`config.mk`:
```
export PLATFORM = sky130hd
export DESIGN_NAME = fifo_wr_ctrl
export DESIGN_NICKNAME = d
export VERILOG_FILES = /design/src/rtl/fifo_pkg.sv /design/src/rtl/fifo_gray2bin.sv /design/src/rtl/fifo_wr_ctrl.sv
export SDC_FILE = /design/constraint.sdc
export NUM_CORES = 1
export LEC_CHECK = 0
export BUFFER_PORTS_ARGS = -buffer_cell sky130_fd_sc_hd__buf_2
export CAP_MARGIN = 5
export CELL_PAD_IN_SITES_DETAIL_PLACEMENT = 1
export CELL_PAD_IN_SITES_GLOBAL_PLACEMENT = 2
export CORE_MARGIN = 8
export CORE_UTILIZATION = 27
export DETAILED_ROUTE_END_ITERATION = 12
export GPL_ROUTABILITY_DRIVEN = 0
export PLACE_DENSITY = 0.7
export SLEW_MARGIN = 20
export SYNTH_ARGS = -nofsm -noshare
export SYNTH_HDL_FRONTEND = slang
export SYNTH_SLANG_ARGS = --single-unit
```
`constraint.sdc`:
```
create_clock -name i_clk -period 2.2 [get_ports i_clk]
set_clock_uncertainty 0.2 [all_clocks]
set_input_delay 0.33 -clock i_clk [delete_from_list [all_inputs] [get_ports i_clk]]
set_output_delay 0.33 -clock i_clk [all_outputs]
set_load 0.05 [all_outputs]
```
`src/rtl/fifo_pkg.sv`:
```
// -----------------------------------------------------------------------------
// fifo_pkg
//   Shared definitions for the async FIFO write- and read-domain controllers.
//   Holds the default geometry and the gray/binary pointer conversion helpers.
//   The helpers operate on a fixed 32-bit vector. Callers zero-extend their
//   pointer into it and truncate the result back. Leading zeros do not disturb
//   either conversion, so one function pair serves every pointer width.
// -----------------------------------------------------------------------------
package fifo_pkg;

    // Default FIFO geometry: depth = 2**FIFO_ADDR_WIDTH entries
    localparam int FIFO_ADDR_WIDTH = 32'sd3;
    // Pointers carry one extra wrap bit to tell full from empty
    localparam int PTR_WIDTH       = FIFO_ADDR_WIDTH + 32'sd1;
    // Width of the vectors handled by the conversion helpers
    localparam int GRAY_FN_WIDTH   = 32'sd32;

    typedef logic [GRAY_FN_WIDTH-1:0] gray_vec_t;

    // Binary to reflected gray code
    function automatic gray_vec_t bin2gray(input gray_vec_t ptr);
        return ptr ^ (ptr >> 32'd1);
    endfunction

    // Gray to binary: each binary bit is the XOR of all gray bits at or above it
    function automatic gray_vec_t gray2bin(input gray_vec_t ptr);
        gray_vec_t bin;
        logic      acc;
        acc = 1'b0;
        bin = '0;
        for (int i = GRAY_FN_WIDTH - 1; i >= 0; i--) begin
            acc    = acc ^ ptr[i];
            bin[i] = acc;
        end
        return bin;
    endfunction

endpackage

```
`src/rtl/fifo_gray2bin.sv`:
```
// -----------------------------------------------------------------------------
// fifo_gray2bin
//   Purely combinational gray-to-binary converter built as an XOR prefix chain
//   running from the MSB down to the LSB.
// Ports
//   i_gray  in   WIDTH  gray-coded value
//   o_bin   out  WIDTH  equivalent binary value
// -----------------------------------------------------------------------------
module fifo_gray2bin
    import fifo_pkg::*;
#(
    parameter int WIDTH = PTR_WIDTH
) (
    input  logic [WIDTH-1:0] i_gray,
    output logic [WIDTH-1:0] o_bin
);

    logic w_acc;

    // XOR prefix chain from the MSB down to the LSB
    always_comb begin
        w_acc = 1'b0;
        o_bin = '0;
        for (int i = WIDTH - 1; i >= 0; i--) begin
            w_acc    = w_acc ^ i_gray[i];
            o_bin[i] = w_acc;
        end
    end

endmodule

```
`src/rtl/fifo_wr_ctrl.sv`:
```
// -----------------------------------------------------------------------------
// fifo_wr_ctrl
//   Write-domain controller of the async FIFO. Keeps the binary write pointer,
//   publishes its gray-coded form for the read-domain synchronizer and drives
//   the memory write port. It derives full, almost-full, occupancy and a sticky
//   overflow flag from the read pointer. That pointer arrives already
//   synchronized into this clock domain as gray code.
//
//   The read pointer reaches this block two write clocks late. As a result,
//   full and almost-full release later than they would with an exact view.
//   They never release early, so the late release is always safe.
//
// Ports
//   i_clk       in   1             write-domain clock
//   i_rst_n     in   1             asynchronous active-low reset
//   i_w_inc     in   1             write request from the producer
//   i_wq2_rptr  in   ADDR_WIDTH+1  synchronized gray read pointer
//   i_ovf_clr   in   1             clears the sticky overflow flag
//   o_w_en      out  1             memory write enable (combinational)
//   o_w_addr    out  ADDR_WIDTH    binary memory write address
//   o_w_ptr     out  ADDR_WIDTH+1  gray write pointer for the read domain
//   o_full      out  1             FIFO full
//   o_afull     out  1             occupancy >= AFULL_THRESH
//   o_w_level   out  ADDR_WIDTH+1  occupancy seen from the write side
//   o_ovf       out  1             sticky: a write was attempted while full
// -----------------------------------------------------------------------------
module fifo_wr_ctrl
    import fifo_pkg::*;
#(
    parameter int ADDR_WIDTH   = FIFO_ADDR_WIDTH,
    parameter int AFULL_THRESH = 32'sd6
) (
    input  logic                  i_clk,
    input  logic                  i_rst_n,
    input  logic                  i_w_inc,
    input  logic [ADDR_WIDTH:0]   i_wq2_rptr,
    input  logic                  i_ovf_clr,
    output logic                  o_w_en,
    output logic [ADDR_WIDTH-1:0] o_w_addr,
    output logic [ADDR_WIDTH:0]   o_w_ptr,
    output logic                  o_full,
    output logic                  o_afull,
    output logic [ADDR_WIDTH:0]   o_w_level,
    output logic                  o_ovf
);

    localparam int                PTR_W     = ADDR_WIDTH + 32'sd1;
    localparam logic [PTR_W-1:0]  AFULL_LVL = PTR_W'(AFULL_THRESH);

    // Registered state
    logic [PTR_W-1:0]      r_wbin;
    logic [ADDR_WIDTH-1:0] r_w_addr;
    logic [PTR_W-1:0]      r_w_ptr;
    logic                  r_full;
    logic                  r_afull;
    logic [PTR_W-1:0]      r_w_level;
    logic                  r_ovf;

    // Next-state nets
    logic                  w_wr_acc;
    logic [PTR_W-1:0]      w_wbin_n;
    logic [PTR_W-1:0]      w_wgray_n;
    logic [PTR_W-1:0]      w_rbin;
    logic [PTR_W-1:0]      w_full_cmp;
    logic [PTR_W-1:0]      w_level_n;
    logic                  w_full_n;
    logic                  w_afull_n;
    logic                  w_ovf_n;

    // The read pointer is needed in binary for the occupancy subtraction
    fifo_gray2bin #(
        .WIDTH (PTR_W)
    ) u_rptr_g2b (
        .i_gray (i_wq2_rptr),
        .o_bin  (w_rbin)
    );

    // A write is accepted only while not full.
    // This also holds during reset, when r_full is 0.
    assign w_wr_acc = i_w_inc & ~r_full;
    assign o_w_en   = w_wr_acc;

    // Pointer, full, level and almost-full next-state evaluation
    always_comb begin
        w_wbin_n   = r_wbin + {{(PTR_W-1){1'b0}}, w_wr_acc};
        w_wgray_n  = PTR_W'(bin2gray(gray_vec_t'(w_wbin_n)));
        // Full: the write pointer is exactly one lap ahead of the read pointer.
        // In gray code this means the top two bits are inverted and the rest are equal.
        w_full_cmp = {~i_wq2_rptr[ADDR_WIDTH:ADDR_WIDTH-1], i_wq2_rptr[ADDR_WIDTH-2:0]};
        w_full_n   = (w_wgray_n == w_full_cmp);
        // Modular subtraction gives the occupancy directly, including across a wrap
        w_level_n  = w_wbin_n - w_rbin;
        w_afull_n  = (w_level_n >= AFULL_LVL);
    end

    // Sticky overflow: setting wins over a same-cycle clear
    always_comb begin
        if (i_w_inc && r_full) begin
            w_ovf_n = 1'b1;
        end else if (i_ovf_clr) begin
            w_ovf_n = 1'b0;
        end else begin
            w_ovf_n = r_ovf;
        end
    end

    // Controller state registers with asynchronous active-low reset
    always_ff @(posedge i_clk or negedge i_rst_n) begin
        if (!i_rst_n) begin
            r_wbin    <= '0;
            r_w_addr  <= '0;
            r_w_ptr   <= '0;
            r_full    <= 1'b0;
            r_afull   <= 1'b0;
            r_w_level <= '0;
            r_ovf     <= 1'b0;
        end else begin
            r_wbin    <= w_wbin_n;
            r_w_addr  <= w_wbin_n[ADDR_WIDTH-1:0];
            r_w_ptr   <= w_wgray_n;
            r_full    <= w_full_n;
            r_afull   <= w_afull_n;
            r_w_level <= w_level_n;
            r_ovf     <= w_ovf_n;
        end
    end

    assign o_w_addr  = r_w_addr;
    assign o_w_ptr   = r_w_ptr;
    assign o_full    = r_full;
    assign o_afull   = r_afull;
    assign o_w_level = r_w_level;
    assign o_ovf     = r_ovf;

endmodule

```
=== Yosys cells after proc, flatten, opt, wreduce, memory -nomap -nowiden ===
Cells that the tools add are included.

* Flip-flop bits (word level): 18
* Input port bits: 8
* Output and inout bits: 15
* Word-level logic and storage cells: 22

* Add/sub/neg operators: 2
* $lt $le $gt $ge: 1
* Eq/ne operators: 1
* Muxes and demuxes: 2
* Bitwise gates (word level): 7
* Reduce and logical (&&, ||, !) cells: 2

{| class="wikitable"
|+ Operators with widths
! kind !! number
|-
| $add 4x1->4 || 1
|-
| $eq 4x4->1 || 1
|-
| $ge 4x3->1 const B || 1
|-
| $sub 4x4->4 || 1
|-
| $xor 4x3->4 || 1
|-
| $xor 1x1->1 || 3
|-
| $mux 1 || 2
|-
| $not 2->2 || 1
|-
| $reduce_bool 2->1 || 1
|-
| $and 1x1->1 || 1
|-
| $logic_and 1x1->1 || 1
|-
| $not 1->1 || 1
|}

=== Depth between registers and ports, before layout ===
Gate-level depths: netlist of the first run.

* Depth in word-level cells: 5
* Mapped depth: 9

=== By module ===
From an unflattened synthesis of the first run, not the netlist that was laid out.

* Cells, all modules: 61
* Area, all modules: 754.5 µm²

{| class="wikitable"
|+ By module, submodules not included
! module !! times used !! cells an instance !! area each (µm²)
|-
| fifo_wr_ctrl || 1 || 55 || 696.9
|-
| fifo_gray2bin || 1 || 6 || 57.6
|}

=== Worst setup path after synthesis of the first run ===
Ideal clock, no wire load.

* Path type: register to register
* Start point: register r_full (netlist: o_full)
* End point: register r_afull (netlist: o_afull)
* Library setup time: 0.069 ns
* Arrival: 3.089 ns
* Setup slack: -1.158 ns
* Cell stages (with the launch flop): 9
* Period minus slack after synthesis: 3.358 ns
* Path through: dfrtp_1 nor2b_1 ha_1 ha_1 xor2_1 ha_1 nand2b_1 mux2_2 nand3_1

* Word-level cells in the longest chain between the ends: 5

{| class="wikitable"
|+ Ends and longest elaborated chain
! element !! line !! source
|-
| from (decl) || fifo_wr_ctrl.sv:54 || <nowiki>logic r_full;</nowiki>
|-
| from (signal assigned) || fifo_wr_ctrl.sv:121 || <nowiki>r_full <= w_full_n;</nowiki>
|-
| $not 1->1 || fifo_wr_ctrl.sv:80 || <nowiki>assign w_wr_acc = i_w_inc & ~r_full;</nowiki>
|-
| $and 1x1->1 || fifo_wr_ctrl.sv:80 ||
|-
| net o_w_en || fifo_wr_ctrl.sv:38 || <nowiki>output logic o_w_en,</nowiki>
|-
| $add 4x1->4 || fifo_wr_ctrl.sv:85 || <nowiki>w_wbin_n = r_wbin + {{(PTR_W-1){1'b0}}, w_wr_acc};</nowiki>
|-
| net w_wbin_n[2] || fifo_wr_ctrl.sv:61 || <nowiki>logic [PTR_W-1:0] w_wbin_n;</nowiki>
|-
| $sub 4x4->4 || fifo_wr_ctrl.sv:92 || <nowiki>w_level_n = w_wbin_n - w_rbin;</nowiki>
|-
| $ge 4x3->1 || fifo_wr_ctrl.sv:93 || <nowiki>w_afull_n = (w_level_n >= AFULL_LVL);</nowiki>
|-
| net w_afull_n || fifo_wr_ctrl.sv:67 || <nowiki>logic w_afull_n;</nowiki>
|-
| to (signal assigned) || fifo_wr_ctrl.sv:122 || <nowiki>r_afull <= w_afull_n;</nowiki>
|-
| to (decl) || fifo_wr_ctrl.sv:55 || <nowiki>logic r_afull;</nowiki>
|}

The timed path passes the listed nets, and every way through them passes these cells.
A chain may end at the register's enable or synchronous reset.

=== Worst setup path after layout of the first run ===
* Start point: register r_full (netlist: o_full)
* End point: register r_afull (netlist: o_afull)

* Word-level cells in the longest chain between the ends: 5

{| class="wikitable"
|+ Ends and longest elaborated chain
! element !! line
|-
| $not 1->1 || fifo_wr_ctrl.sv:80
|-
| $and 1x1->1 || fifo_wr_ctrl.sv:80
|-
| $add 4x1->4 || fifo_wr_ctrl.sv:85
|-
| net w_wbin_n[2] || fifo_wr_ctrl.sv:61
|-
| $sub 4x4->4 || fifo_wr_ctrl.sv:92
|-
| $ge 4x3->1 || fifo_wr_ctrl.sv:93
|-
| net w_afull_n || fifo_wr_ctrl.sv:67
|}

The timed path passes the listed nets, and every way through them passes these cells.

==> results of run 1 <==
-- Yosys cell counts --
cell / instances / area (sq um)
nand2_1: 2 / 7.51
xnor2_1: 4 / 35.0
or3_2: 1 / 7.51
dfrtp_1: 14 / 350
ha_1: 5 / 62.6
nor3_1: 1 / 5.00
a21oi_2: 1 / 8.76
maj3_2: 1 / 11.3
nand3_1: 4 / 20.0
nor2b_1: 1 / 6.26
clkbuf_1: 1 / 3.75
nor2_1: 1 / 3.75
nand2b_1: 1 / 6.26
o21ai_0: 1 / 5.00
mux2i_1: 1 / 10.0
a22oi_1: 1 / 7.51
a21oi_1: 2 / 10.0
xor2_1: 10 / 87.6
and2_1: 1 / 6.26
or3_1: 1 / 6.26
xor2_2: 1 / 16.3
mux2_2: 1 / 11.3
xnor2_2: 1 / 16.3
inv_1: 5 / 18.8
-- cell type report --
cell class | instances | share of cell area [%]
multi-input cells | 42 | 41.6
flip-flops and latches | 14 | 32.9
repair buffers | 31 | 16.8
well taps | 30 | 3.51
clock buffers | 4 | 3.39
inverters | 5 | 1.75
-- per-stage QoR --
stage	setup slack [ns]	hold slack, ns
floorplan	-0.350	-0.166
finish	0.0385	0.0376
global placement	0.00389	0.0499
detailed placement	-0.00927	0.0560
CTS	0.00815	0.0336
global route	-0.0254	0.0543
-- cells by family (layout without fill, tap and decap cells) --
| family | count (synthesis) | in the layout | share of synthesized area (%) |
|---|---|---|---|
| xor gates and xnor gates | 16 | 16 | 21.5 |
| DFF | 14 | 14 | 48.4 |
| and+or+nand+nor | 13 | 13 | 9.52 |
| adders and majority gates | 6 | 6 | 10.2 |
| buffers and inverters | 6 | 40 | 3.11 |
| AOI/OAI and AO/OA | 5 | 5 | 4.33 |
| muxes | 2 | 2 | 2.94 |
-- cells in the final DEF (no fill, tap or decap), types with 2 or more instances in the layout --
cell / n
nand3_1: 3
buf_2: 22
buf_4: 8
ha_4: 3
clkbuf_4: 3
xnor2_1: 4
a21oi_2: 2
nand2_1: 2
inv_1: 5
dfrtp_1: 13
xor2_1: 9
-- metal layers --
| layer | track usage [%] | share of wire, % |
|---|---|---|
| met2 | 12.3 | 50 |
| met3 | 3.15 | 7.9 |
| met4 | 7.05 | 2.8 |
| met1 | 9.13 | 39 |
| met5 | 0 | 0 |
-- sequential cells by signal, indices dropped and copies added, names as in the netlist --
| name | flops |
|---|---|
| o_w_ptr | 4 |
| r_wbin | 1 |
| o_ovf | 1 |
| o_w_addr | 2 |
| o_afull | 1 |
| o_full | 1 |
| o_w_level | 4 |
-- final timing paths --
kind,from,end,slack (ns),cells past startpoint
min,i_ovf_clr,o_ovf,0.04,2
min reg2reg,o_ovf,o_ovf,0.33,2
max in group asynchronous,i_rst_n,o_full,1.26,2
max reg2reg,o_full,o_afull,0.04,8
max,o_full,o_afull,0.04,8
min in group asynchronous,i_rst_n,o_w_ptr[3],0.27,2
-- timing repair --
item                                    in CTS  in global routing
endpoints found under the hold margin       14                  0
endpoints found under the setup margin       0                  2
hold buffers                                 1                  0
resized for setup                            0                  2
setup buffers                                0                  1
==> results.md, run 1 <==
- Reg clk slew, reported paths: 0.09 ns
- Largest net degree at the start of global routing: 15
- GRT overflow: 0
- Critical path, cell by cell: nor2b_4, ha_4, ha_4, xor2_4, ha_4, nand2b_4, mux2_4, nand3_2
- Post-Route WL: 1680 microns
- CP Capture Type: flip-flop
- Synthesis Warnings: 0
- Slew Limit Headroom: 71.8%
- Boundary Pins: 23
- Fin util: 42.8%
- Mapped Cells: 62
- Via density: 4.45
- HPWL after DPL: 1360 microns
- Fin crit period: 2.16 ns
- Max-Cap Viols: 0
- IO Port Bufs: 22
- CP arrival: 2.18 ns
- Bufs and invs on worst path: 0
- Register area: 352 sq um
- # rows: 18
- Starting Density: 28.9%
- Layout Nets: 110
- DP Area: 0.00100 sq mm
- Crit path max-delay cell type: dfrtp_2
- Layout cells sized above 1: 53.1%
- Clock buffer depth: 2
- CTS tree: built
- Filler cells: 288
- First-pass GRT wire length: 2700 microns
- H-Tree Depth: 1
- Initial antenna violation count: 0
- Syn-to-layout area delta: 47.9%
- Clk Latency, worst-skew pair: 0.28 ns
- Number of hold violations in the final report: 0
- Multi-input gate area: 445 sq um
- Syn_area_per_cell: 11.7 sq um
- DRC viols: 0
- Die W: 67.8 microns
- Critical path's top delay family: adder cells
- Least-Margin Pin Slew: 0.421 ns
- Vias: 561
- CTS Sinks: 14
- Fin cells: 126
- Post-DRT Antenna Nets: 0
- Root Buffer: clkbuf_4
- Die footprint: 0.00459 sq mm
- DR pass1 iterations: 3
- Crit-path most repeated cell: ha_4
- Setup TNS Final: 0 ns
- Crit-path max cell delay: 0.44 ns
- Register area share after synthesis: 48.4%
- Number of DRC markers in iteration 0: 5
- Mapped cell area: 723 sq um
- Synthesized flop and latch total: 14
- Vias in the first global route: 579
- Fin crit share: 98.2%
- Startpoint class of the critical path: flip-flop
- Diodes inserted: 0
- RSZ-0062 raised after global routing: yes
- Outcome: finished clean
- Core region area: 0.00250 sq mm
- WL per Instance: 13.3 microns
- Design area: 0.00107 sq mm
- Peak Freq: 463 MHz
- Global Route Usage Sum: 8.27%
- Synthesized Nets: 75
- Die height: 67.8 microns
- Tightest Hold Check Type: in -> reg
- Crit path max fanout: 6
- Slew Limit Fails: 0
- Synth cell types: 24
- CTS Buf Count: 3
- DP Cell Count: 120
- WP data required: 2.22 ns
- # setup viols final: 0
- CP Class: reg -> reg
Power of run 1 is not shown: default switching activity piles up to over one toggle a cycle in this logic, so the estimate is an artifact.
==> inputs of run 2 (changes only) <==
- CORE_UTILIZATION: 27 -> 29
- CTS_BUF_LIST: not set -> sky130_fd_sc_hd__clkbuf_8
- PLACE_DENSITY: 0.7 -> 0.74
==> run 2 against run 1 <==
Against the previous run: hold slack improved by 0.037 ns; setup slack improved by 0.035 ns; final cell count is the same; flip-flop and latch count did not move; via count rose by 1.4%; register-to-register slack improved by 0.03 ns; die area down 5.3%; core utilization grew 2.1 points; critical path type unchanged; critical path depth stayed put; critical endpoint unchanged; global-route usage is 1.1 points higher.
==> results.md, run 2 (synthesized netlist as in run 1, its figures left out) <==
- Fin crit period: 2.13 ns
- H-Tree Depth: 1
- Layout Nets: 110
- CTS Sinks: 14
- Layout cells sized above 1: 52.1%
- Slew Limit Fails: 0
- CTS Buf Count: 3
- Via density: 4.52
- Boundary Pins: 23
- Commonest non-fill, non-tap cell in the layout: buf_2
- Post-Route WL: 1840 microns
- Slew Limit Headroom: 69.8%
- Peak Freq: 470 MHz
- HPWL after DPL: 1400 microns
- Core region area: 0.00241 sq mm
- IO Port Bufs: 22
- Max-Cap Viols: 0
- CP arrival: 2.05 ns
- Hold slack final: 0.0747 ns
- Fin crit share: 96.7%
- Die W: 65.9 microns
- GRT overflow: 0
- # rows: 18
- Crit-path max cell delay: 0.43 ns
- Commonest non-fill, non-tap cells in the layout: 22 x buf_2, 13 x dfrtp_1, 9 x xor2_1, 8 x buf_4, 5 x inv_1
- Vias: 569
- Largest net degree at the start of global routing: 15
- Starting Density: 30.0%
- Clock buffer depth: 2
- Die height: 65.9 microns
- Reg clk slew, reported paths: 0.06 ns
- Startpoint class of the critical path: flip-flop
- Die footprint: 0.00435 sq mm
- Outcome: finished clean
- CTS tree: built
- Syn-to-layout area delta: 49.5%
- Filler cells: 265
- Tightest Hold Check Type: in -> reg
- RSZ-0062 raised after global routing: no
- # setup viols final: 0
- WP data required: 2.12 ns
- Initial antenna violation count: 0
- Clk Latency, worst-skew pair: 0.24 ns
- CP Capture Type: flip-flop
- First-pass GRT wire length: 3040 microns
- Global Route Usage Sum: 9.34%
- Least-Margin Pin Slew: 0.450 ns
- Crit-path most repeated cell: ha_4
- CP Class: reg -> reg
- DRC viols: 0
- Diodes inserted: 0
- Number of DRC markers in iteration 0: 5
- Vias in the first global route: 614
- Critical path, cell by cell: nor2b_4, ha_4, ha_4, xor2_4, ha_4, and2_1, mux2i_1, nand3_2
- Number of hold violations in the final report: 0
- Setup TNS Final: 0 ns
- DR pass1 iterations: 2
- Root Buffer: clkbuf_8
- Crit path max-delay cell type: dfrtp_2
- WL per Instance: 14.6 microns
- Post-DRT Antenna Nets: 0
- Crit path max fanout: 6
==> run 2: cell counts in the layout (fill, tap and decap cells not counted) <==
Identical to the previous run, type by type.
==> run 2: worst paths after layout <==
path,start,end,slack (ns),cells past startpoint
worst max-delay path,o_full,o_afull,0.07,8
max in group asynchronous,i_rst_n,o_full,1.20,2
worst max register to register,o_full,o_afull,0.07,8
worst min register to register,o_ovf,o_ovf,0.32,2
min in group asynchronous,i_rst_n,o_w_level[0],0.32,2
worst min-delay path,i_ovf_clr,o_ovf,0.07,2
==> run 2: area by class of cell <==
| class | instances | area [sq um] | area share (%) |
|---|---|---|---|
| clock buffers | 4 | 55.1 | 5.09 |
| inverters | 5 | 18.8 | 1.74 |
| repair buffers | 31 | 180 | 16.7 |
| flip-flops and latches | 14 | 352 | 32.5 |
| multi-input cells | 42 | 438 | 40.5 |
| well taps | 30 | 37.5 | 3.47 |
==> run 2: stage by stage <==
stage	utilization, %	setup WS [ns]	cells	cell area, sq um
final	44.9	0.0732	126	1080
after global routing	44.9	0.00398	126	1080
after CTS	44.0	0.0213	124	1060
after detailed placement	41.3	-0.0520	119	996
after global placement	41.3	-0.0157	119	996
after floorplan	-	-0.350	62	817
==> run 2: worst max-delay path, delay by kind of cell (launching register included) <==
kind / cells / cell delay (ns)
adder cells (fa/ha/maj): 3 / 0.58
flip-flops: 1 / 0.43
AND/OR/NAND/NOR: 3 / 0.37
XOR/XNOR: 1 / 0.25
multiplexers: 1 / 0.20
==> run 2: layer usage <==
| layer | share of wire, % | vias up | GRT usage (%) | wire length [microns] |
|---|---|---|---|---|
| met1 | 38 | 284 | 10.1 | 703 |
| met2 | 54 | 14 | 16.1 | 993 |
| met4 | 1.6 | 0 | 6.40 | 30 |
| li1 | - | 269 | - | - |
| met5 | 0 | - | 0 | 0 |
| met3 | 6.1 | 2 | 1.86 | 113 |
==> run 2: what timing repair did <==
| action | in CTS | in global routing |
|---|---|---|
| resized for setup | 0 | 1 |
| setup buffers | 0 | 2 |
| endpoints found under the hold margin | 14 | 0 |
| setup endpoints to repair | 0 | 2 |
| hold buffers | 1 | 0 |
Power of run 2 is left out for the same reason.
==> inputs of run 3 (changes only) <==
- PLACE_DENSITY: 0.74 -> not set
- PLACE_DENSITY_LB_ADDON: not set -> 0.1
==> run 3 against run 2 <==
Against the previous run: sequential share of layout area is 0.45 points lower; hold slack improved by 0.0042 ns; core utilization rose by 0.62 points; first-iteration DRC count grew 80%; final cell count grew 1.6%; non-clock buffer count increased by 2; via count fell by 2.1%; register-to-register slack about the same; flip-flop and latch count is the same; highest routed layer unchanged.
==> results.md, run 3 (synthesized netlist as in run 1, its figures left out) <==
- Outcome: finished clean
- Peak Freq: 472 MHz
- Diodes inserted: 0
- Die footprint: 0.00435 sq mm
- Global Route Usage Sum: 8.46%
- Core region area: 0.00241 sq mm
- Fin crit share: 96.2%
- Clk Latency, worst-skew pair: 0.24 ns
- Number of hold violations in the final report: 0
- Filler cells: 271
- Via density: 4.35
- WP data required: 2.12 ns
- Max-Cap Viols: 0
- Setup TNS Final: 0 ns
- DP Area: 0.00100 sq mm
- WL per Instance: 13.0 microns
- Starting Density: 30.0%
- CTS tree: built
- CTS Buf Count: 3
- CP Class: reg -> reg
- Commonest non-fill, non-tap cells in the layout: 22 x buf_2, 13 x dfrtp_1, 10 x buf_4, 9 x xor2_1, 5 x inv_1
- CTS Sinks: 14
- Commonest non-fill, non-tap cell in the layout: buf_2
- Number of DRC markers in iteration 0: 9
- IO Port Bufs: 22
- Least-Margin Pin Slew: 0.426 ns
- Die W: 65.9 microns
- CP arrival: 2.04 ns
- Tightest Hold Check Type: in -> reg
- Post-DRT Antenna Nets: 0
- Startpoint class of the critical path: flip-flop
- Vias in the first global route: 587
- Clock buffer depth: 2
- DP Cell Count: 120
- Vias: 557
- GRT overflow: 0
- Post-Route WL: 1670 microns
- Fin crit period: 2.12 ns
- # setup viols final: 0
- Layout Nets: 112
- Reg clk slew, reported paths: 0.06 ns
- Design area: 0.00110 sq mm
- DR pass1 iterations: 3
- DRC viols: 0
- Fin cells: 128
- CP Capture Type: flip-flop
- Syn-to-layout area delta: 51.6%
- Slew Limit Fails: 0
- HPWL after DPL: 1330 microns
- Slew Limit Headroom: 71.4%
- Die height: 65.9 microns
- Root Buffer: clkbuf_8
- First-pass GRT wire length: 2850 microns
- H-Tree Depth: 1
- Boundary Pins: 23
- Crit path max fanout: 5
- # rows: 18
- Initial antenna violation count: 0
- Layout cells sized above 1: 53.1%
- Largest net degree at the start of global routing: 15
run 3: timing repair:
item,4_1_cts,5_1_grt
hold buffers,1,0
setup buffers,0,3
endpoints found under the setup margin,0,2
gates resized for setup,0,1
hold endpoints to repair,14,0
run 3: area by class of cell:
cell class                 instances  area, sq um  share of cell area (%)
sequential                        14          352                    32.1
inverter                           5         18.8                    1.71
clock buffer                       4         55.1                    5.02
timing repair buffer              33          195                    17.8
multi-input combinational         42          438                    40.0
tap                               30         37.5                    3.42
run 3: worst max-delay path, cell delays in order (launching register included):
cell,delay [ns]
dfrtp_2,0.43
nor2b_4,0.14
ha_4,0.15
ha_4,0.15
xor2_4,0.25
ha_4,0.26
and2_1,0.14
mux2i_1,0.20
nand3_2,0.08
run 3: worst paths after layout:
kind                           start  endpoint  slack, ns  cells past startpoint
min reg2reg                    o_ovf     o_ovf       0.33                      2
min in group asynchronous    i_rst_n     o_ovf       0.31                      2
min                        i_ovf_clr     o_ovf       0.08                      2
max reg2reg                   o_full   o_afull       0.08                      8
max in group asynchronous    i_rst_n    o_full       1.23                      2
max                           o_full   o_afull       0.08                      8
run 3: routing by layer:
| metal | track usage (%) | up-vias | routed length, microns |
|---|---|---|---|
| met3 | 2.88 | 4 | 140 |
| met4 | 4.80 | 0 | 41 |
| met2 | 12.7 | 16 | 769 |
| met1 | 10.3 | 266 | 716 |
| met5 | 0 | - | 0 |
| li1 | - | 271 | - |
run 3: stage by stage:
step           hold slack, ns  utilization [%]  worst slack, ns
2_1_floorplan          -0.166                -           -0.350
3_3_place_gp           0.0393             41.6          -0.0295
3_5_place_dp           0.0482             41.6          -0.0326
4_1_cts                0.0785             44.3           0.0574
5_1_grt                0.0838             45.5         -0.00225
6_report               0.0789             45.5           0.0834
Power of run 3 is left out for the same reason.
